[src/rtl/core_seq_pkg.sv]
// core_seq_pkg -- shared definitions for the attention-core micro-sequencer.
//   state_e      : sequencer FSM states. NORM_ACC/NORM_WR exist only when
//                  CORE_SEQ_NORM_EN is defined.
//   BIT_*        : fixed bit positions of the low control byte of the packed
//                  core instruction word. The pmem address sits above bit 7.
//                  The qk address sits above the pmem address, and ofifo_rd
//                  is the MSB.
//   SFP_*        : sfp_inst codes.
// Optional feature macro: CORE_SEQ_NORM_EN.
package core_seq_pkg;

  typedef enum logic [3:0] {
    ST_IDLE     = 4'd0,
    ST_LOAD_Q,
    ST_LOAD_K,
    ST_KLOAD,
    ST_GAP,
    ST_EXEC,
    ST_DRAIN_RD,
    ST_DRAIN_WR,
`ifdef CORE_SEQ_NORM_EN
    ST_NORM_ACC,
    ST_NORM_WR,
`endif
    ST_DONE
  } state_e;

  localparam int BIT_PMEM_WR      = 0;
  localparam int BIT_PMEM_RD      = 1;
  localparam int BIT_KMEM_WR      = 2;
  localparam int BIT_KMEM_RD      = 3;
  localparam int BIT_QMEM_WR      = 4;
  localparam int BIT_QMEM_RD      = 5;
  localparam int BIT_KLOAD        = 6;
  localparam int BIT_EXEC         = 7;
  localparam int BIT_PMEM_ADDR_LO = 8;

  localparam logic [1:0] SFP_NOP  = 2'b00;
  localparam logic [1:0] SFP_ACC  = 2'b01;
  localparam logic [1:0] SFP_NORM = 2'b10;

  // Width of the packed instruction word for a given address width.
  function automatic int inst_width(input int addr_w);
    return 2 * addr_w + 9;
  endfunction

endpackage

[src/rtl/core_seq_inst_pack.sv]
// core_seq_inst_pack -- packs decoded sequencer fields into the core
// instruction word. This block is purely combinational.
//   ofifo_rd  in  1       output-FIFO read (word MSB)
//   qk_addr   in  ADDR_W  q/k memory address
//   pmem_addr in  ADDR_W  psum memory address
//   ctrl      in  8       low control byte, laid out by BIT_* in core_seq_pkg
//   inst      out INST_W  packed word, INST_W = 2*ADDR_W+9
// Optional feature macro: CORE_SEQ_NORM_EN (no effect on this block).
module core_seq_inst_pack
  import core_seq_pkg::*;
#(
  parameter  int ADDR_W = 4,
  localparam int INST_W = 2 * ADDR_W + 9
) (
  input  logic              ofifo_rd,
  input  logic [ADDR_W-1:0] qk_addr,
  input  logic [ADDR_W-1:0] pmem_addr,
  input  logic [7:0]        ctrl,
  output logic [INST_W-1:0] inst
);

  always_comb begin
    inst                                   = '0;
    inst[7:0]                              = ctrl;
    inst[BIT_PMEM_ADDR_LO +: ADDR_W]        = pmem_addr;
    inst[BIT_PMEM_ADDR_LO + ADDR_W +: ADDR_W] = qk_addr;
    inst[INST_W-1]                         = ofifo_rd;
  end

endmodule

[src/rtl/core_seq_ctrl.sv]
// core_seq_ctrl -- one-start-per-tile micro-sequencer for a single attention core.
// It walks through the following steps:
//   load-Q -> load-K -> kernel load -> gap -> execute -> psum drain,
//   then optional normalisation, and finally done.
// Ports:
//   clk, reset      clock, synchronous active-high reset
//   start           1-cycle tile start. Ignored unless idle.
//   in_valid        mem_in beat valid, consumed together with in_ready
//   in_ready        high while in LOAD_Q / LOAD_K
//   fifo_valid      core ofifo has a row ready
//   inst            packed core instruction word (INST_W = 2*ADDR_W+9)
//   sfp_inst        01 accumulate, 10 normalise, 00 nop
//   norm_mem_addr   norm memory address
//   norm_mem_wr     norm memory write strobe
//   norm_mem_rd     norm memory read strobe, always 0
//   busy            high from the cycle after an accepted start; low in done's cycle
//   done            one-cycle end-of-tile pulse
// All outputs are registered. Each output reflects the decision made from the
// previous cycle's state and inputs. As a result, a write strobe follows its
// accepted beat by one cycle.
// Optional feature macro: CORE_SEQ_NORM_EN. When it is defined, NORM_ACC and
// NORM_WR run after the drain. When it is undefined, sfp_inst and norm_mem_*
// stay 0.
module core_seq_ctrl
  import core_seq_pkg::*;
#(
  parameter  int ADDR_W = 4,
  parameter  int N_Q    = 16,
  parameter  int N_K    = 8,
  localparam int INST_W = 2 * ADDR_W + 9
) (
  input  logic              clk,
  input  logic              reset,
  input  logic              start,
  input  logic              in_valid,
  output logic              in_ready,
  input  logic              fifo_valid,
  output logic [INST_W-1:0] inst,
  output logic [1:0]        sfp_inst,
  output logic [ADDR_W-1:0] norm_mem_addr,
  output logic              norm_mem_rd,
  output logic              norm_mem_wr,
  output logic              busy,
  output logic              done
);

  // One extra bit so that N_Q = 2**ADDR_W can count to N_Q without wrapping.
  localparam int CNT_W = ADDR_W + 1;
  localparam logic [CNT_W-1:0]  NQ_LAST  = CNT_W'(N_Q - 1);
  localparam logic [CNT_W-1:0]  NQ_END   = CNT_W'(N_Q);
  localparam logic [CNT_W-1:0]  NK_LAST  = CNT_W'(N_K - 1);
  localparam logic [CNT_W-1:0]  NK_END   = CNT_W'(N_K);
  localparam logic [ADDR_W-1:0] ROW_LAST = ADDR_W'(N_Q - 1);

  state_e              state_q, state_d;
  logic [CNT_W-1:0]    cnt_q, cnt_d;
  logic [ADDR_W-1:0]   row_q, row_d;
  logic [ADDR_W-1:0]   cnt_addr;

  logic                ofifo_rd_d;
  logic [ADDR_W-1:0]   qk_addr_d, pmem_addr_d;
  logic [7:0]          ctrl_d;
  logic [INST_W-1:0]   inst_d, inst_q;
  logic [1:0]          sfp_d, sfp_q;
  logic [ADDR_W-1:0]   norm_addr_d, norm_addr_q;
  logic                norm_wr_d, norm_wr_q;
  logic                in_ready_d, in_ready_q;
  logic                busy_d, busy_q;
  logic                done_d, done_q;

  assign cnt_addr = cnt_q[ADDR_W-1:0];

  always_comb begin
    state_d     = state_q;
    cnt_d       = cnt_q;
    row_d       = row_q;
    ofifo_rd_d  = 1'b0;
    qk_addr_d   = '0;
    pmem_addr_d = '0;
    ctrl_d      = '0;
    sfp_d       = SFP_NOP;
    norm_wr_d   = 1'b0;
    norm_addr_d = '0;

    case (state_q)
      ST_IDLE: begin
        if (start) begin
          state_d = ST_LOAD_Q;
          cnt_d   = '0;
        end
      end
      ST_LOAD_Q: begin
        if (in_valid && in_ready_q) begin
          ctrl_d[BIT_QMEM_WR] = 1'b1;
          qk_addr_d           = cnt_addr;
          if (cnt_q == NQ_LAST) begin
            cnt_d   = '0;
            state_d = ST_LOAD_K;
          end else begin
            cnt_d = cnt_q + CNT_W'(1);
          end
        end
      end
      ST_LOAD_K: begin
        if (in_valid && in_ready_q) begin
          ctrl_d[BIT_KMEM_WR] = 1'b1;
          qk_addr_d           = cnt_addr;
          if (cnt_q == NK_LAST) begin
            cnt_d   = '0;
            state_d = ST_KLOAD;
          end else begin
            cnt_d = cnt_q + CNT_W'(1);
          end
        end
      end
      ST_KLOAD: begin
        // The extra final cycle keeps kernel-load asserted while the last
        // SRAM read returns.
        ctrl_d[BIT_KLOAD] = 1'b1;
        if (cnt_q != NK_END) begin
          ctrl_d[BIT_KMEM_RD] = 1'b1;
          qk_addr_d           = cnt_addr;
          cnt_d               = cnt_q + CNT_W'(1);
        end else begin
          cnt_d   = '0;
          state_d = ST_GAP;
        end
      end
      ST_GAP: state_d = ST_EXEC;
      ST_EXEC: begin
        ctrl_d[BIT_EXEC] = 1'b1;
        if (cnt_q != NQ_END) begin
          ctrl_d[BIT_QMEM_RD] = 1'b1;
          qk_addr_d           = cnt_addr;
          cnt_d               = cnt_q + CNT_W'(1);
        end else begin
          cnt_d   = '0;
          row_d   = '0;
          state_d = ST_DRAIN_RD;
        end
      end
      ST_DRAIN_RD: begin
        if (fifo_valid) begin
          ofifo_rd_d = 1'b1;
          state_d    = ST_DRAIN_WR;
        end
      end
      ST_DRAIN_WR: begin
        // This state always separates two reads, so fifo_valid is
        // re-sampled only after the pop has taken effect.
        ctrl_d[BIT_PMEM_WR] = 1'b1;
        pmem_addr_d         = row_q;
        if (row_q == ROW_LAST) begin
          row_d = '0;
`ifdef CORE_SEQ_NORM_EN
          cnt_d   = '0;
          state_d = ST_NORM_ACC;
`else
          state_d = ST_DONE;
`endif
        end else begin
          row_d   = row_q + ADDR_W'(1);
          state_d = ST_DRAIN_RD;
        end
      end
`ifdef CORE_SEQ_NORM_EN
      ST_NORM_ACC: begin
        ctrl_d[BIT_PMEM_RD] = 1'b1;
        pmem_addr_d         = cnt_addr;
        sfp_d               = SFP_ACC;
        if (cnt_q == NQ_LAST) begin
          cnt_d   = '0;
          state_d = ST_NORM_WR;
        end else begin
          cnt_d = cnt_q + CNT_W'(1);
        end
      end
      ST_NORM_WR: begin
        if (cnt_q != NQ_END) begin
          ctrl_d[BIT_PMEM_RD] = 1'b1;
          pmem_addr_d         = cnt_addr;
          sfp_d               = SFP_NORM;
        end
        // The write trails the read by one cycle because of the SFP latency.
        // At cnt = N_Q = 2**ADDR_W, cnt_addr is 0 and the address wraps to
        // all-ones, which is the last row as required.
        if (cnt_q != '0) begin
          norm_wr_d   = 1'b1;
          norm_addr_d = cnt_addr - ADDR_W'(1);
        end
        if (cnt_q == NQ_END) begin
          cnt_d   = '0;
          state_d = ST_DONE;
        end else begin
          cnt_d = cnt_q + CNT_W'(1);
        end
      end
`endif
      ST_DONE: state_d = ST_IDLE;
      default: state_d = ST_IDLE;
    endcase

    in_ready_d = (state_d == ST_LOAD_Q) || (state_d == ST_LOAD_K);
    busy_d     = (state_d != ST_IDLE) && (state_d != ST_DONE);
    done_d     = (state_d == ST_DONE);
  end

  core_seq_inst_pack #(.ADDR_W(ADDR_W)) u_pack (
    .ofifo_rd  (ofifo_rd_d),
    .qk_addr   (qk_addr_d),
    .pmem_addr (pmem_addr_d),
    .ctrl      (ctrl_d),
    .inst      (inst_d)
  );

  always_ff @(posedge clk) begin
    if (reset) begin
      state_q     <= ST_IDLE;
      cnt_q       <= '0;
      row_q       <= '0;
      inst_q      <= '0;
      sfp_q       <= SFP_NOP;
      norm_addr_q <= '0;
      norm_wr_q   <= 1'b0;
      in_ready_q  <= 1'b0;
      busy_q      <= 1'b0;
      done_q      <= 1'b0;
    end else begin
      state_q     <= state_d;
      cnt_q       <= cnt_d;
      row_q       <= row_d;
      inst_q      <= inst_d;
      sfp_q       <= sfp_d;
      norm_addr_q <= norm_addr_d;
      norm_wr_q   <= norm_wr_d;
      in_ready_q  <= in_ready_d;
      busy_q      <= busy_d;
      done_q      <= done_d;
    end
  end

  assign inst          = inst_q;
  assign sfp_inst      = sfp_q;
  assign norm_mem_addr = norm_addr_q;
  assign norm_mem_wr   = norm_wr_q;
  assign norm_mem_rd   = 1'b0;
  assign in_ready      = in_ready_q;
  assign busy          = busy_q;
  assign done          = done_q;

endmodule

[config.mk]
export PLATFORM = sky130hd
export DESIGN_NAME = core_seq_ctrl
export DESIGN_NICKNAME = d
export VERILOG_FILES = /design/src/rtl/core_seq_pkg.sv /design/src/rtl/core_seq_inst_pack.sv /design/src/rtl/core_seq_ctrl.sv
export SDC_FILE = /design/constraint.sdc
export NUM_CORES = 1
export LEC_CHECK = 0
export ABC_CLOCK_PERIOD_IN_PS = 4200
export BUFFER_PORTS_ARGS = -buffer_cell sky130_fd_sc_hd__buf_2
export CAP_MARGIN = 20
export CORE_ASPECT_RATIO = 1.4
export CORE_MARGIN = 2
export CORE_UTILIZATION = 55
export CTS_CLUSTER_SIZE = 40
export DETAILED_ROUTE_END_ITERATION = 10
export PLACE_DENSITY = 0.91
export RECOVER_POWER = 25
export SLEW_MARGIN = 20
export SYNTH_ARGS = -nofsm -noshare
export SYNTH_HDL_FRONTEND = slang
export SYNTH_SLANG_ARGS = --single-unit
[constraint.sdc]
create_clock -name clk -period 4.2 [get_ports clk]
set_input_delay 0.42 -clock clk [delete_from_list [all_inputs] [get_ports clk]]
set_output_delay 0.42 -clock clk [all_outputs]
set_load 0.01 [all_outputs]
* Word-level counts from Yosys, hierarchy flattened
Index checks and enable logic that the tools add are counted.
Cells by class: bitwise logic cells 6, mux-type cells 32, equal/unequal tests 20, reductions and logical operators 16, add/subtract/negate cells 2
Operators by type and width (number):
- $mux W4 | 14
- $mux W5 | 7
- $pmux W4 S8 | 1
- $pmux W5 S5 | 1
- $eq A4 B3 Y1 const B | 4
- $reduce_or A2 Y1 | 7
- $eq A4 B2 Y1 const B | 3
- $pmux W4 S3 | 1
- $eq A4 B1 Y1 const B | 2
- $eq A4 B4 Y1 const B | 2
- $ne A2 B2 Y1 const B | 4
- $pmux W4 S2 | 1
- $mux W1 | 7
- $not A1 Y1 | 6
- $add A5 B1 Y5 const B | 1
- $eq A5 B3 Y1 const B | 1
- $eq A5 B4 Y1 const B | 1
- $ne A5 B4 Y1 const B | 1
- $ne A5 B5 Y1 const B | 1
- $reduce_bool A5 Y1 | 1
- $add A4 B1 Y4 const B | 1
- $logic_not A4 Y1 | 1
- $ne A4 B4 Y1 const B | 1
- $reduce_and A4 Y1 | 1
- other kinds (5) | 6
Word-level totals: flip-flop bits (word level) 33, output and inout port bits 28, input port bits 5, word-level logic and storage cells 90

* Depth between registers and ports, before layout
depth after elaboration 6, mapped depth 8, gate-level depth less buffers 8

* Cells and area by module
From an unflattened synthesis, not the netlist that was laid out.
Second synthesis, totals: cells, all modules 206, area, all modules 1788.0 um2
By module, submodules not included:
- core_seq_ctrl | cells each 189, seq. area each 660.6 um2, times used 1, area an instance 1660.3 um2
- core_seq_inst_pack | cells each 17, seq. area each 0.0 um2, times used 1, area an instance 127.6 um2

* Least setup slack after synthesis
OpenSTA, ideal clock, no wires.
kind register to register, start point reg cnt_q[0], end point reg busy_q, in the netlist busy, setup slack 2.454 ns, data required time 4.072 ns, data arrival time 1.618 ns, path buffers 0, stages on the path, launching flop included 9, library setup time 0.128 ns, clock period less this slack 1.746 ns, path through dfxtp_1 > ha_1 > nand3_1 > inv_1 > ha_1 > a31oi_1 > nor4b_2 > nor3b_1 > nor2_1
Between the ends: longest elaborated chain between the ends 6, elaborated cells on any way between the ends 14, classes of those cells 5 x eq/ne; 7 x mux; 2 x reduce/logical
RTL lines:
- start: declaration | line core_seq_ctrl.sv:56 | logic [CNT_W-1:0] cnt_q, cnt_d;
- start signal: assignment | line core_seq_ctrl.sv:230 | cnt_q <= cnt_d;
- $eq A5 B3 Y1 or $eq A5 B4 Y1 (tied branches) | line core_seq_ctrl.sv:108, core_seq_ctrl.sv:96
- $mux W4, on equally long branches | line core_seq_ctrl.sv:108, core_seq_ctrl.sv:96
- $mux W4, on equally long branches | line core_seq_ctrl.sv:105, core_seq_ctrl.sv:93
- $pmux W4 S8 * | line core_seq_ctrl.sv:85 | case (state_q)
- $ne A4 B4 Y1 or $reduce_bool A4 Y1 (tied branches) | line core_seq_ctrl.sv:204 | busy_d = (state_d != ST_IDLE) && (state_d != ST_DONE);
- $logic_and A1 B1 Y1 * | line core_seq_ctrl.sv:204
- end signal: assignment | line core_seq_ctrl.sv:237 | busy_q <= busy_d;
- end: declaration | line core_seq_ctrl.sv:68 | logic busy_d, busy_q;
Mark *: on every way between the ends. The rest lies on a longest branch, timed or not. A chain may end at the register's enable or synchronous reset.

* Worst setup path after layout
Same ends and word-level chain as after synthesis.

==> flow_summary_export.csv <==
group,metric,value,unit
detailed_routing,wl_per_cell,13.2,um
logic_synthesis,synth_edf_count,0,
logic_synthesis,avgSynthCellArea,9.35,um2
sta,tns,0,ns
detailed_routing,vias_per_cell,5.56,
place,gp_congestion,0.790,
setup_path,crit_path_start_kind,"flop",
power_and_ir_drop,vdd_drop_max,0.000206,V
floorplanning,die_w,49.6,um
setup_path,cp.arrival,2.20,ns
setup_path,timing.rr.start,"cnt_q[0]$_SDFFE_PP0P_",
sta,grt_setup_unrepaired,"no",
setup_path,critPathKind,"flop to flop",
power_and_ir_drop,leakage,0.000686,uW
clock_network,cts_buffers,5,
setup_path,path_common_cell,"ha_1",
clock_network,post_cts_resize_count,0,
logic_synthesis,postSynthCellCount,171,
setup_path,cp-end-kind,"flop",
min_path,hold_class,"input pin to flop",
place,dpl_cell_area,1670,um2
floorplanning,die_height,67.8,um
sta,setup_violations,0,
finish,design_area,1760,um2
finish,nets,201,
clock_network,cts_setup_buffers,0,
clock_network,cts_root_buffer,"clkbuf_8",
detailed_routing,num_vias,1274,
setup_path,worst_path_largest_cell_delay,0.39,ns
finish,syn_to_final_growth,10.3,%
finish,drive_gt1_frac,0.161,
floorplanning,coreArea,2820,um2
global_routing,antenna_found_initial,0,
run_status,status,"finished, final reports clean",
detailed_routing,totalWireLength,3.02,mm
logic_synthesis,async_flop_share,0,
sta,layout_min_cycle_time,2.04,ns
floorplanning,start_util,0.567,
setup_path,crit_path_start,"cnt_q[0]$_SDFFE_PP0P_",
setup_path,critPathSlowestCell,"dfxtp_1",
global_routing,grt_pass1_vias,1107,
floorplanning,ioPinCount,33,
finish,antenna_cells,0,
logic_synthesis,synthFlopType,"dfxtp_1",
global_routing,grt_start_max_net_pins,26,
logic_synthesis,ys_seq_elements,32,
clock_network,cts_hold_buf,0,
place,hpwl,2.09,mm
clock_network,cts_max_path_buffers,2,
setup_path,required,4.36,ns
clock_network,clock_latency,0.28,ns
detailed_routing,drc,0,
power_and_ir_drop,cellPowerDensity,359,nW/um2
sta,hold_viol,0,
floorplanning,die_area,3360,um2
finish,postLayoutCoreUtil,0.626,
run,max_cap_viol_count,0,
sta,slew_headroom,0.610,
sta,skew,0.00915,ns
sta,finalMaxSlewViolations,0,
sta,worst_pin_slew,0.584,ns
floorplanning,num_rows,23,
global_routing,grt_pass1_wl,4.85,mm
detailed_routing,antenna_left,0,
detailed_routing,dr.pass1.iters,4,
sta,fmax,491,MHz
clock_network,cts_tree,"done",
logic_synthesis,synth_cell_types,52,
logic_synthesis,ys_warn_count,0,
logic_synthesis,synth_area,1600,um2
min_path,hp-start,"fifo_valid",
global_routing,track_usage,0.196,
logic_synthesis,synth_seq_area_share,0.401,
min_path,holdPathStages,3,
setup_path,cp_cell_sequence,"ha_1, nand3_1, inv_1, ha_1, a31oi_1, nor4b_2, nor3b_1, nor2_1",
detailed_routing,first_iter_violations,21,
place,io_buffers,23,
clock_network,clkSinkCount,32,
global_routing,grt-ovfl-total,0,
setup_path,r2r_setup_slack,2.16,ns
setup_path,worstRegToRegCells,8,
clock_network,clk_pin_slew,0.06,ns
setup_path,crit_fanout,5,
sta,period_share,0.485,
clock_network,cts_htree_levels,2,
-- registers in the layout, summed over array words and instances (netlist names) --
signal    cells
cnt_q         5
busy          1
in_ready      1
done          1
inst         16
row_q         4
state_q       4
-- final timing paths --
path	to
worst max-delay path	busy$_SDFF_PP0_
worst min-delay path	inst[16]$_SDFF_PP0_
worst max register to register	busy$_SDFF_PP0_
worst min register to register	cnt_q[1]$_SDFFE_PP0P_
-- per-layer routing --
metal / global-route usage / part of all wire / vias up
li1: - / - / 638
met1: 0.207 / 0.43 / 580
met2: 0.340 / 0.48 / 49
met3: 0.0531 / 0.059 / 7
met4: 0.132 / 0.030 / 0
met5: 0 / 0 / -
-- cell usage in the layout, fill, tap and decap left out, types with 3 or more instances in the layout --
cell type  count
dfxtp_1       32
a21oi_1       13
nor2_1        13
clkbuf_1      13
nand2_1       11
buf_2         11
conb_1         9
nand3_1        8
and2_1         6
inv_1          5
nor3_1         5
ha_1           5
clkbuf_8       5
a31oi_1        4
o21ai_0        4
nand4bb_1      3
nor2b_1        3
-- through the flow --
stage / hold WS, ns / setup slack [ns] / total power (uW) / cells
after floorplan: 0.462 / 2.45 / 356 / 179
after global placement: 0.484 / 2.29 / 359 / 221
after detailed placement: 0.495 / 2.23 / 359 / 221
after CTS: 0.389 / 2.17 / 640 / 229
after global routing: 0.398 / 1.95 / 660 / 229
final: 0.396 / 2.16 / 634 / 229
-- worst max-delay path: cells and delay by family, from the launching register on --
family / cells / cell delay, ns
flip-flops: 1 / 0.39
AND/OR/NAND/NOR: 4 / 0.83
buffers and inverters: 1 / 0.09
AO/OA/AOI/OAI: 1 / 0.12
adder cells (fa/ha/maj): 2 / 0.49
-- report_power, final --
| group | internal (uW) | switching [uW] | total, uW |
|---|---|---|---|
| Combinational | 15.0 | 25.3 | 40.3 |
| Clock | 176 | 105 | 281 |
| Sequential | 307 | 6.01 | 313 |
-- synthesized netlist by cell type (all sizes together) (3+ instances only) --
library cell / number / area [um2]
ha: 5 / 62.6
buf: 15 / 108
nor2b: 3 / 18.8
a31oi: 4 / 25.0
dfxtp: 32 / 641
nor3: 6 / 35.0
nand2: 11 / 41.3
nor2: 13 / 48.8
a21oi: 13 / 65.1
nand4bb: 3 / 33.8
o21ai: 4 / 20.0
and2: 6 / 37.5
nand3: 9 / 50.1
inv: 5 / 18.8
clkbuf: 3 / 11.3
-- cell families after synthesis --
logic type | after synthesis | synth area share
and+or+nand+nor | 72 | 0.292
AOI/OAI and AO/OA | 36 | 0.169
xor gates and xnor gates | 2 | 0.0110
DFF | 32 | 0.401
adders and majority gates | 5 | 0.0391
buffers and inverters | 23 | 0.0861
other | 1 | 0.00235
-- cell type report --
class | instances | area, um2
fillers | 238 | 1060
multi-input cells | 124 | 851
flip-flops and latches | 32 | 641
repair buffers | 23 | 100
clock buffers | 6 | 72.6
well taps | 37 | 46.3
clock inverters | 2 | 35.0
inverters | 5 | 18.8
Note: power is estimated with default switching activity, not from simulation.
